File: src/rtl/shift_pkg.sv
// Shared types and constants for the multi-cycle shift sequencer.
package shift_pkg;

    localparam int DEFAULT_WIDTH = 32;

    typedef enum logic {
        DIR_LEFT  = 1'b0,
        DIR_RIGHT = 1'b1
    } dir_e;

    typedef enum logic [1:0] {
        IDLE  = 2'd0,
        SHIFT = 2'd1,
        DONE  = 2'd2
    } state_e;

endpackage

File: src/rtl/shift_step.sv
// Combinational single-position shifter; the vacated bit takes the supplied fill value.
module shift_step
    import shift_pkg::*;
#(
    parameter int WIDTH = DEFAULT_WIDTH
) (
    input  logic [WIDTH-1:0] data,
    input  dir_e             dir,
    input  logic             fill,
    output logic [WIDTH-1:0] data_o
);

    always_comb begin
        if (dir == DIR_RIGHT) begin
            data_o = {fill, data[WIDTH-1:1]};
        end else begin
            data_o = {data[WIDTH-2:0], fill};
        end
    end

endmodule

File: src/rtl/shift_sequencer.sv
// Multi-cycle shift controller: one shift step per clock, valid/ready on both sides.
// Optional rotate mode (extra in_rot port) is enabled by defining SHIFT_ROTATE_EN.
module shift_sequencer
    import shift_pkg::*;
#(
    parameter int WIDTH = DEFAULT_WIDTH,
    parameter int CNT_W = $clog2(WIDTH)
) (
    input  logic             clk,
    input  logic             rst_n,
    input  logic             in_valid,
    output logic             in_ready,
    input  logic [WIDTH-1:0] in_a,
    input  logic [CNT_W-1:0] in_amt,
    input  logic             in_dir,
`ifdef SHIFT_ROTATE_EN
    input  logic             in_rot,
`endif
    output logic             out_valid,
    input  logic             out_ready,
    output logic [WIDTH-1:0] out_result,
    output logic             busy
);

    state_e           r_state;
    state_e           w_state_next;
    logic [WIDTH-1:0] r_data;
    logic [WIDTH-1:0] w_data_next;
    logic [CNT_W-1:0] r_cnt;
    logic [CNT_W-1:0] w_cnt_next;
    dir_e             r_dir;
    dir_e             w_dir_next;
    logic [WIDTH-1:0] w_step;
    logic             w_fill;

`ifdef SHIFT_ROTATE_EN
    logic r_rot;
    logic w_rot_next;

    // Rotate feeds the bit leaving one end back into the other end.
    assign w_fill = r_rot & ((r_dir == DIR_LEFT) ? r_data[WIDTH-1] : r_data[0]);
`else
    assign w_fill = 1'b0;
`endif

    shift_step #(
        .WIDTH (WIDTH)
    ) u_step (
        .data   (r_data),
        .dir    (r_dir),
        .fill   (w_fill),
        .data_o (w_step)
    );

    always_ff @(posedge clk or negedge rst_n) begin
        if (!rst_n) begin
            r_state <= IDLE;
            r_data  <= '0;
            r_cnt   <= '0;
            r_dir   <= DIR_LEFT;
`ifdef SHIFT_ROTATE_EN
            r_rot   <= 1'b0;
`endif
        end else begin
            r_state <= w_state_next;
            r_data  <= w_data_next;
            r_cnt   <= w_cnt_next;
            r_dir   <= w_dir_next;
`ifdef SHIFT_ROTATE_EN
            r_rot   <= w_rot_next;
`endif
        end
    end

    always_comb begin
        w_state_next = r_state;
        w_data_next  = r_data;
        w_cnt_next   = r_cnt;
        w_dir_next   = r_dir;
`ifdef SHIFT_ROTATE_EN
        w_rot_next   = r_rot;
`endif
        case (r_state)
            IDLE: begin
                if (in_valid) begin
                    w_data_next  = in_a;
                    w_cnt_next   = in_amt;
                    w_dir_next   = dir_e'(in_dir);
`ifdef SHIFT_ROTATE_EN
                    w_rot_next   = in_rot;
`endif
                    w_state_next = (in_amt == '0) ? DONE : SHIFT;
                end
            end
            SHIFT: begin
                w_data_next = w_step;
                w_cnt_next  = r_cnt - CNT_W'(1);
                // The last step is taken on the cycle the counter reads one.
                if (r_cnt <= CNT_W'(1)) begin
                    w_state_next = DONE;
                end
            end
            DONE: begin
                if (out_ready) begin
                    w_state_next = IDLE;
                end
            end
            default: begin
                w_state_next = IDLE;
            end
        endcase
    end

    assign in_ready   = rst_n && (r_state == IDLE);
    assign out_valid  = (r_state == DONE);
    assign busy       = (r_state == SHIFT) || (r_state == DONE);
    assign out_result = r_data;

endmodule

File: config.mk
export PLATFORM = sky130hd
export DESIGN_NAME = shift_sequencer
export DESIGN_NICKNAME = d
export VERILOG_FILES = /design/src/rtl/shift_pkg.sv /design/src/rtl/shift_step.sv /design/src/rtl/shift_sequencer.sv
export SDC_FILE = /design/constraint.sdc
export NUM_CORES = 1
export LEC_CHECK = 0
export ABC_AREA = 1
export BUFFER_PORTS_ARGS = -buffer_cell sky130_fd_sc_hd__buf_2
export CORE_MARGIN = 5
export CORE_UTILIZATION = 38
export DETAILED_ROUTE_END_ITERATION = 16
export GPL_ROUTABILITY_DRIVEN = 0
export GPL_TIMING_DRIVEN = 0
export SYNTH_ARGS = -nofsm -noshare
export SYNTH_HDL_FRONTEND = slang
export SYNTH_SLANG_ARGS = --single-unit
File: constraint.sdc
create_clock -name clk -period 2.5 [get_ports clk]
set_input_delay 0.5 -clock clk [delete_from_list [all_inputs] [get_ports clk]]
set_output_delay 0.5 -clock clk [all_outputs]
set_load 0.01 [all_outputs]
# == Word level (Yosys, flattened, before mapping) ==
# Cells that the tools add are included.
# word_totals
input_bits,42
register_bits,40
# classes
order_cmp,1
n_eq_ne,5
reduce_logical,8
addsub,1
n_mux,10
# op_table
operator,count
32-bit two-way mux,2
32-bit one-hot mux with 2 select lines,1
5-bit one-hot mux with 2 select lines,1
2-bit two-way mux,4
2-bit one-hot mux with 3 select lines,1
"5-bit by 1-bit <= comparator with 1-bit output, second input constant",1
5-bit zero test,1
5-bit two-way mux,1
"5-bit by 1-bit subtractor with 5-bit output, second input constant",1
"2-bit inequality test, second input constant",2
2-bit AND reduction,2
3-bit AND reduction,1
"2-bit by 1-bit equality test with 1-bit output, second input constant",1
"2-bit equality test, second input constant",1
2-bit zero test,1
"2-bit by 1-bit inequality test with 1-bit output, second input constant",1
2-bit nonzero test,1
1-bit logical AND,1
1-bit logical OR,1

# == Longest topological paths before layout ==
# Gate-level depths: netlist of the first run.
# logic_depth
word_depth,4
ltp_mapped,10
depth_no_buf,9

# == Hierarchy ==
# From an unflattened synthesis of the first run, not the netlist that was laid out.
# hier_totals
hier_cells,358
hier_area_um2,2492.4
# by_module_without_submodules
module,cells_per_inst,area_per_inst_um2,instances
shift_sequencer,254,1998.2,1
shift_step,104,494.2,1

# == Least setup slack after synthesis of the first run ==
# OpenSTA, ideal clock, no wires.
# synth_path
kind,register to register
startpoint,register r_state[1]
endpoint,register r_cnt[1]
stages_incl_launch_ff,9
slack_ps,1100
setup_ps,125
arrival_ps,1276
synth_period_minus_slack_ps,1400
required_ps,2375
cell_sequence,dfrtp_1 > inv_1 > ha_1 > buf_6 > o21ai_2 > inv_4 > buf_6 > o211ai_2 > o21ai_1
# synth_between
elab_chain_cells,3
elab_cells_between_ends,6
# synth_lines
element,line,rtl
from (decl),shift_sequencer.sv:25,state_e r_state;
from (signal assigned),shift_sequencer.sv:65,r_state <= w_state_next;
2-bit by 1-bit equality test with 1-bit output / 2-bit zero test (equally long branches),shift_sequencer.sv:83,case (r_state)
2-bit nonzero test (no source line) / 2-bit inequality test (equally long branches),-,
2-bit AND reduction (no source line),-,
to (signal assigned),shift_sequencer.sv:67,r_cnt <= w_cnt_next;
to (decl),shift_sequencer.sv:29,logic [CNT_W-1:0] r_cnt;
# Parallel ways exist; a longest one is shown, timed or not.
# A chain may end at the register's enable or synchronous reset.

# == Worst setup path in the final report of the first run ==
# layout_path
startpoint,input port rst_n
endpoint,output port in_ready
# layout_between
elab_chain_cells,1
# layout_lines
element,line,rtl
from (decl),shift_sequencer.sv:10,"input logic rst_n,"
1-bit logical AND,shift_sequencer.sv:114,assign in_ready = rst_n && (r_state == IDLE);
to (decl),shift_sequencer.sv:12,"output logic in_ready,"
# Every way passes these cells.

==> results of run 1 <==
[worst paths after layout]
| check | depth (start not counted) | endpoint | slack (ns) | startpoint |
|---|---|---|---|---|
| setup / recovery | 4 | in_ready | 0.49 | rst_n |
| hold / removal | 1 | r_cnt[1] | 0.34 | rst_n |
| setup reg to reg | 8 | out_result[17] | 0.91 | r_state[1] |
| hold reg to reg | 2 | r_cnt[4] | 0.51 | r_cnt[4] |
| max in group asynchronous | 1 | out_result[29] | 1.57 | rst_n |
| min in group clk | 3 | r_dir | 0.47 | in_dir |
[area by class of cell]
class / instances / area [sq um] / area share [%]
inverter: 36 / 137.6 / 4.597
sequential: 40 / 1001 / 33.43
clock inverter: 2 / 35.03 / 1.170
buffer: 19 / 146.4 / 4.889
tap: 77 / 96.34 / 3.218
timing repair buffer: 76 / 380.4 / 12.70
clock buffer: 6 / 72.57 / 2.424
multi-input combinational: 231 / 1125 / 37.57
[metrics by stage]
step           instances  total power (W)  instance area [sq um]  worst slack, ns
6_report             487         0.004430                   2994           0.4875
4_1_cts              487         0.004467                   2994           0.3989
3_5_place_dp         479         0.003932                   2887           0.4111
5_1_grt              487         0.004882                   2994           0.2303
3_3_place_gp         479         0.003885                   2887           0.3994
2_1_floorplan        326         0.003062                   2410            1.100
[cells in the mapped netlist (all sizes together)]
master,count
buf,19
ha,5
o211ai,14
nand4,1
nand3,23
o21bai,1
inv,36
o21ai,32
nand2,100
nor2,25
a21oi,30
dfrtp,40
[power by group through the flow]
stage / combinational (W) / sequential (W) / clock, W
final: 0.00263 / 0.00128 / 0.000527
after global routing: 0.00299 / 0.00132 / 0.000568
after CTS: 0.00266 / 0.00127 / 0.000535
after detailed placement: 0.00265 / 0.00129 / 0
after global placement: 0.00261 / 0.00128 / 0
after floorplan: 0.00172 / 0.00134 / 0
[logic make-up after synthesis]
kind of cell | after synthesis | share of synthesized area (%)
AOI/OAI and AO/OA | 77 | 19.16
adders and majority gates | 5 | 2.596
buffers and inverters | 55 | 11.79
DFF | 40 | 41.54
and+or+nand+nor | 149 | 24.92
[registers in the layout (all words and copies together), names as in the netlist]
signal      cells
r_state         2
r_cnt           5
out_result     32
r_dir           1
[worst register-to-register path: stages, from the launching register on]
cell and delay [ns]:
dfrtp_1 0.40, inv_1 0.09, ha_1 0.17, buf_6 0.15
inv_2 0.08, nor2_4 0.09, buf_2 0.27, a21oi_1 0.11
a21oi_1 0.16
[routing by layer]
metal | share of wire [%] | up-vias | wire, um
met5 | 0 | - | 0
met4 | 0.77 | 0 | 56
met3 | 5.5 | 4 | 401
met2 | 47 | 66 | 3411
met1 | 46 | 1141 | 3363
li1 | - | 1218 | -
==> summary.md, run 1 <==
| Metric | Value |
|---|---|
| GRT busiest layer | `met2` |
| Distinct cell type count after synthesis | `21` |
| Synth area leader | `dfrtp_1` |
| Sw frac | `48.50%` |
| Worst hold slack | `0.3397 ns` |
| Cts repair resizes | `0` |
| Crit Path Category | `in2out` |
| Worst setup EP type | `output port` |
| Vias in the first global route | `2405` |
| CP Max Fanout | `41` |
| DP HPWL | `5.260 mm` |
| Hold Crit Class | `in2async` |
| #FFs+latches synth | `40` |
| Endpoints failing hold | `0` |
| Via count | `2429` |
| Syn nets | `373` |
| TritonCTS Buffers | `5` |
| Pre-antenna DRT Iters | `4` |
| Core footprint | `6241 sq um` |
| Initial antenna violation count | `0` |
| Top-level I/O count | `77` |
| Cell count after synthesis | `326` |
| Peak Freq | `496.9 MHz` |
| Sequential Power Share | `28.8%` |
| RSZ-0062 raised after global routing | `no` |
| # fillers | `674` |
| Max cap viols | `0` |
| Top cell type's share of synthesized area | `41.54%` |
| Setup Viol. Count Final | `0` |
| Avg Cell Area, Syn | `7.392 sq um` |
| Most frequent cells in the layout | `nand2_1 (99), buf_2 (85), dfrtp_1 (40), inv_1 (34), a21oi_1 (30)` |
| Std-Cell Rows | `29` |
| CTS max path bufs | `2` |
| Synth warn | `0` |
| Met2 GRT Util | `29.85%` |
| Clock period minus worst slack | `2.012 ns` |
| Critical Path Slowest Stage Cell | `buf_2` |
| Met1 Usage GRT | `27.02%` |
| Final Util | `47.98%` |
| Post-Route WL | `7.233 mm` |
| Clock Root Buffer | `clkbuf_8` |
| Initial Utilization | `38.61%` |
| Area grow syn2layout | `24.25%` |
| Setup Fix Bufs, Post-CTS | `0` |
| I/O Buffers | `76` |
| Crit path cell chain | `buf_2 -> nand2_1 -> inv_1 -> buf_2` |
| N_diodes | `0` |
| Run status | `finished, final reports clean` |
| Sum Neg Setup Slack | `0 ns` |
| Most frequent CP cell | `buf_2` |
| Crit path max-delay family | `buffers and inverters` |
| LEAKAGE | `1.562 nW` |
| Die width | `89.64 um` |
| Commonest non-fill, non-tap cell in the layout | `nand2_1` |
| CP Buf/Inv Count | `3` |
| WP data arrival | `1.51 ns` |
| Slowest stage delay, CP | `0.70 ns` |
| TritonCTS clock tree | `done` |
| Final period utilization | `80.50%` |
| Internal power | `0.002282 W` |
| GR Overflow Total | `0` |
| Wire per inst | `14.85 um` |
| H-tree depth | `2` |
| WP data required | `2.00 ns` |
| Switching power total | `0.002148 W` |
| Via density | `4.988` |
| Synth Cell Area | `2410 sq um` |
| Worst Skew | `0.007008 ns` |
| Met3 Usage GRT | `4.380%` |
| Peak supply drop | `0.0006221 V` |
| Die height | `89.64 um` |
| Clk network pwr share | `11.9%` |
| Area contributors post-synth | `dfrtp_1 (42%), nand2_1 (15%), a21oi_1 (6.2%), inv_1 (5.3%), nand3_1 (4.8%)` |
| DRT iter0 DRCs | `122` |
| # hold bufs at CTS | `0` |
| DRC Markers | `0` |
| Worst slew pin tran | `0.9355 ns` |
| PwrDens | `1480 nW/um^2` |
| Sequential share of the synthesized area | `41.54%` |
| DRT antenna net count | `0` |
| First-pass GRT wire length | `11.74 mm` |
| TritonCTS Sinks | `40` |
| Clk_lat worst skew | `0.29 ns` |
| Max-slew violations | `0` |
| Combinational share of power | `59.3%` |
| Pin count of the biggest net entering global routing | `42` |
| Crit start category | `input port` |
| Gr usage total | `19.18%` |
| Slew margin rel. | `37.63%` |
| Layout cell share with drive strength beyond 1 | `28.29%` |
| Clk slew on worst S/H paths | `0.08 ns` |
| Nets | `456` |
| Die area | `8034 sq um` |
Power figures use the tool's default switching activity.
==> run 2, diff against run 1 <==
Settings changed: ABC_AREA 1 to 0.
Clock period 2.5 ns to 1.6 ns, I/O delays scaled along.
==> summary.md, run 2 <==
| Metric | Value |
|---|---|
| Crit start category | `flop (was input port)` |
| PwrDens | `2360 nW/um^2 (was 1480 nW/um^2)` |
| TritonCTS Sinks | `40 (unchanged)` |
| Slew margin rel. | `64.21% (was 37.63%)` |
| Worst Skew | `0.006321 ns (was 0.007008 ns)` |
| Setup Viol. Count Final | `0 (unchanged)` |
| Synth Cell Area | `2484 sq um (was 2410 sq um)` |
| DP HPWL | `4.565 mm (was 5.260 mm)` |
| Clk_lat worst skew | `0.30 ns (was 0.29 ns)` |
| Slowest stage delay, CP | `0.40 ns (was 0.70 ns)` |
| DRT antenna net count | `0 (unchanged)` |
| Worst slew pin tran | `0.5369 ns (was 0.9355 ns)` |
| Largest family of logic cells by synthesized area | `compound AO/OA/AOI/OAI gates (was simple AND/OR/NAND/NOR gates)` |
| Post-synth EDFFs | `0 (unchanged)` |
| # placed instances | `392 (was 479)` |
| Synth Area in Adders | `2.519% (was 2.596%)` |
| Crit path cell chain | `inv_2 -> ha_4 -> mux2i_4 -> buf_6 -> buf_12 -> a211oi_2 -> a21o_1 (was buf_2 -> nand2_1 -> inv_1 -> buf_2)` |
| Critical Path Slowest Stage Cell | `dfrtp_1 (was buf_2)` |
| Cell count after synthesis | `239 (was 326)` |
| Most frequent cells after synthesis | `dfrtp_1 (40), mux2i_1 (35), nor2_1 (33) (was nand2_1 (99), dfrtp_1 (40), inv_1 (34))` |
| Max-slew violations | `0 (unchanged)` |
| I/O Buffers | `76 (unchanged)` |
| Synth area leader | `dfrtp_1 (unchanged)` |
| Endpoints failing hold | `8 (was 0)` |
| DRC Markers | `0 (unchanged)` |
| Area contributors post-synth | `dfrtp_1 (40%), mux2i_1 (14%), a21o_1 (9.1%), a211oi_2 (8.6%), nor2_1 (5.0%) (was dfrtp_1 (42%), nand2_1 (15%), a21oi_1 (6.2%), inv_1 (5.3%), nand3_1 (4.8%))` |
| Run status | `finished, violations left (was finished, final reports clean)` |
| Syn nets | `286 (was 373)` |
| Sequential share of the synthesized area | `40.30% (was 41.54%)` |
| Post-route cell area | `3207 sq um (was 2994 sq um)` |
| LEAKAGE | `1.686 nW (was 1.562 nW)` |
| Post-Route WL | `6.407 mm (was 7.233 mm)` |
| #FFs+latches synth | `40 (unchanged)` |
| Synth warn | `0 (unchanged)` |
| Hold Crit Class | `in2async (unchanged)` |
| Via density | `5.351 (was 4.988)` |
| Die area | `8253 sq um (was 8034 sq um)` |
| Final Util | `50.50% (was 47.98%)` |
| Clock Root Buffer | `clkbuf_8 (unchanged)` |
| Top-level I/O count | `77 (unchanged)` |
| Tot Pwr | `0.007568 W (was 0.004430 W)` |
| Commonest non-fill, non-tap cell in the layout | `buf_2 (was nand2_1)` |
| Worst setup EP type | `flop (was output port)` |
| Final period utilization | `97.04%` |
| GR Overflow Total | `0 (unchanged)` |
| Vias in the first global route | `2158 (was 2405)` |
| Synth Area in Compound Gates | `26.65% (was 19.16%)` |
| TritonCTS clock tree | `done (unchanged)` |
| WP data arrival | `1.75 ns (was 1.51 ns)` |
| Post-Synth XOR/XNOR Area | `0% (unchanged)` |
| Main synth FF type | `dfrtp_1 (unchanged)` |
| CTS max path bufs | `2 (unchanged)` |
| Avg Cell Area, Syn | `10.39 sq um (was 7.392 sq um)` |
| Std-Cell Rows | `29 (unchanged)` |
| Failing checks | `hold timing` |
| Pre-antenna DRT Iters | `4 (unchanged)` |
| Post-synthesis mux area share | `14.56% (was 0%)` |
| N_diodes | `0 (unchanged)` |
| Pin count of the biggest net entering global routing | `42 (unchanged)` |
| Max cap viols | `0 (unchanged)` |
| Most frequent cell after synthesis | `dfrtp_1 (was nand2_1)` |
| Area grow syn2layout | `29.12% (was 24.25%)` |
| Synth Area in Simple Gates | `9.622% (was 24.92%)` |
| Fin cells | `402 (was 487)` |
| CP Max Fanout | `10 (was 41)` |
| Initial antenna violation count | `0 (unchanged)` |
| Initial Utilization | `39.11% (was 38.61%)` |
| RSZ-0062 raised after global routing | `yes (was no)` |
| Peak Freq | `644.0 MHz` |
| Most frequent cells in the layout | `buf_2 (77), dfrtp_1 (40), mux2i_1 (34), nor2_1 (33), a21o_1 (30) (was nand2_1 (99), buf_2 (85), dfrtp_1 (40), inv_1 (34), a21oi_1 (30))` |
| Crit Path Category | `reg2reg (was in2out)` |
| Gr usage total | `15.54% (was 19.18%)` |
| Ys async rst share | `100.0% (unchanged)` |
| Peak supply drop | `0.001479 V (was 0.0006221 V)` |
| Top cell type's share of synthesized area | `40.30% (was 41.54%)` |
| WP data required | `1.79 ns (was 2.00 ns)` |
| Worst hold slack | `-0.009260 ns (was 0.3397 ns)` |
| DRT iter0 DRCs | `98 (was 122)` |
| DP Area | `2960 sq um (was 2887 sq um)` |
| H-tree depth | `2 (unchanged)` |
| Nets | `372 (was 456)` |
| Via count | `2151 (was 2429)` |
| Distinct cell type count after synthesis | `31 (was 21)` |
| Die height | `90.85 um (was 89.64 um)` |
| TritonCTS Buffers | `5 (unchanged)` |
| Die width | `90.85 um (was 89.64 um)` |
| Crit path max-delay family | `buffers and inverters (unchanged)` |
| Layout cell share with drive strength beyond 1 | `40.92% (was 28.29%)` |
| Wire per inst | `15.94 um (was 14.85 um)` |
| Core footprint | `6350 sq um (was 6241 sq um)` |
| Max reg flops | `32 (unchanged)` |
| First-pass GRT wire length | `10.62 mm (was 11.74 mm)` |
| Clock period minus worst slack | `1.553 ns` |
| Clk slew on worst S/H paths | `0.08 ns (about the same)` |
| CP Buf/Inv Count | `3 (unchanged)` |
==> run 2: cell types whose count changed after synthesis, moves of 13 or more <==
cell	previous run	this run
a211oi_1	0	13
a211oi_2	0	17
a21o_1	0	30
a21oi_1	30	1
inv_1	34	6
mux2i_1	0	35
nand2_1	99	6
nand3_1	23	0
o211ai_1	13	0
o21ai_1	15	0
==> run 2: cells by family after synthesis <==
group / after synthesis
and+or+nand+nor: 52
DFF: 40
buffers and inverters: 27
AOI/OAI and AO/OA: 79
muxes: 36
adders and majority gates: 5
==> run 2: per-stage QoR <==
stage,setup TNS (ns),worst slack (ns)
after floorplan,0,0.07211
after global placement,-3.043,-0.1833
after detailed placement,-3.212,-0.1753
after CTS,0,0.005824
after global routing,-0.1028,-0.01862
final,0,0.04728
==> run 2: layout make-up <==
class	count	area (sq um)
inverters	6	22.52
clock buffers	5	68.82
multi-input cells	172	1358
repair buffers	79	405.4
fillers	598	3143
flip-flops and latches	40	1001
plain buffers	21	195.2
well taps	77	96.34
clock inverters	2	60.06
==> run 2: path summary, 6_finish.rpt <==
path / to / slack, ns / startpoint / cells past startpoint
max: out_result[14] / 0.05 / r_state[0] / 7
min: out_result[13] / -0.009 / rst_n / 1
max reg2reg: out_result[14] / 0.05 / r_state[0] / 7
min reg2reg: out_result[31] / 0.52 / out_result[31] / 2
max in group asynchronous: out_result[8] / 1.23 / rst_n / 1
min in group clk: r_dir / 0.27 / in_dir / 2
==> run 2: layer usage <==
metal	vias up	share of wire (%)	track usage, %
met5	-	0	0
met4	0	1.2	4.645
met2	50	47	24.09
li1	1042	-	-
met1	1052	48	21.66
met3	7	4.4	3.417
==> run 2: power by group <==
group	switching, W	internal, W	total (W)	leakage (nW)
clock network	0.000365	0.000614	0.000979	0.0642
logic	0.00232	0.00218	0.00450	1.13
registers	0.000545	0.00154	0.00209	0.488
==> run 2: timing repair <==
action	in CTS	in global routing
hold buffers	0	0
buffers inserted	2	1
setup endpoints to repair	39	36
pin swaps	0	1
gates resized for setup	21	9
==> run 2: worst register-to-register path, stage by stage (launching register included) <==
cell,delay (ns)
dfrtp_1,0.40
inv_2,0.10
ha_4,0.18
mux2i_4,0.24
buf_6,0.18
buf_12,0.15
a211oi_2,0.04
a21o_1,0.16
